## src/rtl/regfile_pkg.sv

```systemverilog
// rtl/regfile_pkg.sv - shared types and constants for the register-file write decoder
package regfile_pkg;

    localparam int ADDR_W   = 5;
    localparam int ZERO_REG = 31;

    typedef struct packed {
        logic              valid;
        logic              en;
        logic [ADDR_W-1:0] addr;
    } wr_req_t;

    // True when a stage entry will really write a register (the zero register is never written)
    function automatic logic writes_reg(input wr_req_t r, input int zero_reg);
        return r.valid && r.en && ((zero_reg < 0) || (int'(r.addr) != zero_reg));
    endfunction

endpackage

```

## src/rtl/onehot_dec.sv

```systemverilog
// rtl/onehot_dec.sv - generic N-to-2^N one-hot decoder with enable
module onehot_dec #(
    parameter int N = 5
) (
    input  logic [N-1:0]    in,
    input  logic            en,
    output logic [2**N-1:0] out
);

    // Single bit set at the selected index, all-zero when disabled
    always_comb begin
        out = '0;
        if (en) begin
            out[in] = 1'b1;
        end
    end

endmodule

```

## src/rtl/regfile_wr_decoder.sv

```systemverilog
// rtl/regfile_wr_decoder.sv - pipelined register-file write decoder with pending-write scoreboard
module regfile_wr_decoder #(
    parameter int ADDR_W   = regfile_pkg::ADDR_W,
    parameter int LAT      = 1,
    parameter int ZERO_REG = regfile_pkg::ZERO_REG,
    parameter int DELAY    = 50,
    localparam int NREGS   = 2**ADDR_W
) (
    input  logic              clk,
    input  logic              reset_n,
    input  logic              req_valid,
    output logic              req_ready,
    input  logic [ADDR_W-1:0] req_addr,
    input  logic              req_en,
    input  logic              stall,
    input  logic              flush,
    output logic              we_valid,
    output logic [NREGS-1:0]  we_onehot,
    output logic [NREGS-1:0]  pend,
    input  logic [ADDR_W-1:0] rd_addr_a,
    input  logic [ADDR_W-1:0] rd_addr_b,
    output logic              rd_hazard_a,
    output logic              rd_hazard_b,
    output logic              err_onehot
);

    import regfile_pkg::*;

    // Stage entries are the shared struct, so the address width is tied to the package
    if (ADDR_W != regfile_pkg::ADDR_W) begin : g_addr_w_check
        $error("regfile_wr_decoder: ADDR_W must match regfile_pkg::ADDR_W");
    end
    if (LAT < 1 || LAT > 3) begin : g_lat_check
        $error("regfile_wr_decoder: LAT must be in 1..3");
    end
    if (DELAY < 0) begin : g_delay_check
        $error("regfile_wr_decoder: DELAY must be non-negative");
    end

    wr_req_t            stage_q   [LAT];
    logic [NREGS-1:0]   stage_dec [LAT];
    logic [LAT-1:0]     stage_wr;
    wr_req_t            last;
    logic               we_en;

    assign req_ready = ~stall;

    // Request pipeline: flush empties every slot, stall freezes, otherwise shift one slot per cycle
    always_ff @(posedge clk or negedge reset_n) begin
        if (!reset_n) begin
            for (int i = 0; i < LAT; i++) begin
                stage_q[i] <= '0;
            end
        end else if (flush) begin
            for (int i = 0; i < LAT; i++) begin
                stage_q[i] <= '0;
            end
        end else if (!stall) begin
            if (req_valid) begin
                stage_q[0] <= '{valid: 1'b1, en: req_en, addr: req_addr};
            end else begin
                stage_q[0] <= '0;
            end
            for (int i = 1; i < LAT; i++) begin
                stage_q[i] <= stage_q[i-1];
            end
        end
    end

    assign last     = stage_q[LAT-1];
    assign we_valid = last.valid;
    assign we_en    = writes_reg(last, ZERO_REG);

    onehot_dec #(.N(ADDR_W)) u_we_dec (
        .in  (last.addr),
        .en  (we_en),
        .out (we_onehot)
    );

    for (genvar s = 0; s < LAT; s++) begin : g_stage_dec
        assign stage_wr[s] = writes_reg(stage_q[s], ZERO_REG);

        onehot_dec #(.N(ADDR_W)) u_pend_dec (
            .in  (stage_q[s].addr),
            .en  (stage_wr[s]),
            .out (stage_dec[s])
        );
    end

    // A register is pending while any stage holds a real write to it
    always_comb begin
        pend = '0;
        for (int s = 0; s < LAT; s++) begin
            pend = pend | stage_dec[s];
        end
    end

    assign rd_hazard_a = pend[rd_addr_a];
    assign rd_hazard_b = pend[rd_addr_b];

    // Sticky checker: more than one write enable at once (x & (x-1) is non-zero)
    always_ff @(posedge clk or negedge reset_n) begin
        if (!reset_n) begin
            err_onehot <= 1'b0;
        end else if ((we_onehot & (we_onehot - NREGS'(1))) != '0) begin
            err_onehot <= 1'b1;
        end
    end

endmodule

```

## config.mk

```make
export PLATFORM = sky130hd
export DESIGN_NAME = regfile_wr_decoder
export DESIGN_NICKNAME = d
export VERILOG_FILES = /design/src/rtl/regfile_pkg.sv /design/src/rtl/onehot_dec.sv /design/src/rtl/regfile_wr_decoder.sv
export SDC_FILE = /design/constraint.sdc
export NUM_CORES = 1
export LEC_CHECK = 0
export CAP_MARGIN = 15
export CORE_UTILIZATION = 45
export DETAILED_ROUTE_END_ITERATION = 7
export DONT_BUFFER_PORTS = 1
export SYNTH_ARGS = -nofsm -noshare
export SYNTH_HDL_FRONTEND = slang
export SYNTH_SLANG_ARGS = --single-unit
```

## constraint.sdc

```tcl
create_clock -name clk -period 1.3 [get_ports clk]
set_input_delay 0.13 -clock clk [delete_from_list [all_inputs] [get_ports clk]]
set_output_delay 0.13 -clock clk [all_outputs]
set_load 0.02 [all_outputs]
```

==> flow_summary.yaml <==
worst_setup_path:
  r2r_start: "last[0]"
  arrival_ps: 1770
  path_cells: "buf_6, xor2_1, nor3_1, o21ai_1, a211oi_2, buf_4"
  r2r_end: "last[0]"
  path_max_fanout: 5
  reg2reg_slack_ps: 230
  startpoint_type: "flip-flop"
  crit_required_ps: 1170
  path_class: "flip-flop to output port"
  slowest_delay_ps: 450
  crit_family: "flip-flops"
  crit_buf_inv: 2
  crit_slowest_cell: "dfrtp_2"
  endpoint_kind: "output port"
  rr_worst_depth: 4
sta:
  hold_violations: 0
  rsz0062_at_grt: "yes"
  finalCritPeriodShare_pct: 146
  finalSetupViolCount: 64
  period_needed_ps: 1900
  fmax_ghz: 0.527
  slew_violations: 0
  fin_setup_tns_ps: -24540
  skew_ps: 0
  setup_ws_ps: -597
final_layout:
  nNetsFinal: 200
  postLayoutCoreUtil_pct: 90.5
  antenna_cells: 0
  drive_gt1_share_pct: 65.7
  synthToLayoutAreaGrowth_pct: 80.3
worst_hold_path:
  min_path_cells: 2
  hold_path_class: "input pin to flip-flop"
  worstHoldStart: "stall"
  whs_endpoint: "last[1]"
route:
  wirelength_um: 4110
  vias_per_cell: 5.92
  drc_errors: 0
  dr.first_iter.drc_count: 37
  dr.pass1.iters: 4
  routedWlPerCell_um: 20.1
  ant_nets: 0
  num_vias: 1214
job:
  drv_cap: 0
grt:
  met1_usage_pct: 25.9
  groute.usage.overall_pct: 29.0
  grt_overflow: 0
  met3_usage_pct: 5.86
  busiest_layer: "met2"
  grt_pass1_vias: 1205
  grt_max_degree: 10
  grt_first_pass_wirelength_um: 5430
  antenna_found_initial: 0
  met2_usage_pct: 59.9
floorplanning:
  initial_core_util_pct: 50.2
  die_width_um: 49.7
  coreArea_um2: 2040
  die_area_um2: 2470
  ios: 90
  die_h_um: 49.7
  rows: 16
logic_synthesis:
  synth_top_area_share_pct: 24.2
  synth-seq-cells: 8
  avgSynthCellArea_um2: 7.07
  netlist_instances: 145
  synth_async_sr_flop_share_pct: 100
  synth.most_common_cell: "nor2_1"
  yosysSeqAreaShare_pct: 19.5
  synth_top_area_cell: "buf_4"
  synth_area_leaders: "buf_4, dfrtp_1, nor2_1"
  synth_flop_cell: "dfrtp_1"
  synth_edf_count: 0
  ys_top_cells_by_count: "nor2_1, buf_4, a21oi_1"
  syn-cell-area_um2: 1020
  synth_warnings: 0
  synth_cell_types: 29
run_status:
  violations: "setup timing"
  status: "finished, violations left"
clock_tree:
  h-tree-depth: 1
  root_buffer: "clkbuf_4"
  numCtsBuffers: 3
  cts_max_path_buffers: 2
  clock-sinks: 8
  cts.clk_slew.worst_paths_ps: 60
  cts_tree: "yes"
  clk_latency_ps: 260
placement:
  place_hpwl_um: 2310
  io_buffers: 0
  gp_congestion: 0.733
power_and_ir_drop:
  p_per_area_nw_per_um2: 366
  p_leak_nw: 0.742
  ir_drop_uv: 567
## registers in the layout, indices dropped and copies added, names as in the netlist
register,count
err_onehot,1
last,6
we_valid,1
## worst reg2reg max path: stages (launching register included)
cell and delay, ps:
dfrtp_1 420, buf_4 150, buf_4 160, a21oi_1 160
nor2_1 60
## worst max path at each step
| stage | start | end | slack [ps] | cells after the start |
|---|---|---|---|---|
| 2_1_floorplan | we_valid | we_onehot[26] | -310 | 4 |
| 3_3_place_gp | last[2] | we_onehot[26] | -130 | 3 |
| 3_5_place_dp | last[2] | we_onehot[18] | -170 | 4 |
| 4_1_cts | last[3] | rd_hazard_a | -420 | 6 |
| 5_1_grt | last[3] | rd_hazard_b | -640 | 6 |
| 6_report | last[3] | rd_hazard_b | -600 | 6 |
## report_power, final
group	switching, mW	internal (mW)	total, mW
clock	0.0918	0.118	0.210
combinational	0.108	0.0877	0.196
sequential	0.0120	0.258	0.270
## layout make-up
cell class,instances,area [um2]
sequential,8,204
inverter,1,3.75
fill,84,194
clock buffer,4,26.3
multi-input combinational,96,790
timing repair buffer,69,791
tap,27,33.8
## per-layer routing
layer  share of wire (%)  vias up
li1                    -      515
met1                  35      579
met2                  54       90
met3                 6.4       30
met4                 4.4        0
met5                   0        -
## repair_timing
item | 4_1_cts | 5_1_grt
endpoints found under the setup margin | 64 | 64
pin swaps | 18 | 10
gates cloned | 1 | 0
hold buffers | 2 | 0
buffers inserted | 5 | 3
hold endpoints to repair | 15 | 0
resized for setup | 53 | 14
## cells in the final DEF, fill, tap and decap left out, types with 4 or more instances in the layout
cell / count
and3_1: 6
nor2_4: 23
dfrtp_1: 5
nor2_1: 12
buf_12: 9
buf_4: 16
nor2_2: 4
xor2_1: 6
a21oi_1: 10
buf_6: 40
## cells by family after synthesis
family	Yosys count	synth area share, %
other cells	1	0.366
compound gates	16	9.03
flops	8	19.5
xor+xnor	6	5.13
buf+inv	42	28.7
mux	1	0.977
simple gates	71	36.3
## per-stage QoR
stage / worst slack, ps / std cells / hold WS, ps / instance area (um2) / total power, mW
finish: -597 / 205 / 24.8 / 1850 / 0.676
global route: -639 / 205 / 33.7 / 1850 / 0.706
CTS: -421 / 203 / 20.0 / 1790 / 0.652
detailed placement: -168 / 191 / -165 / 1490 / 0.404
global placement: -130 / 191 / -165 / 1490 / 0.397
floorplan: -310 / 146 / -166 / 1240 / 0.381
No activity file was read; power rests on OpenSTA's default activity.
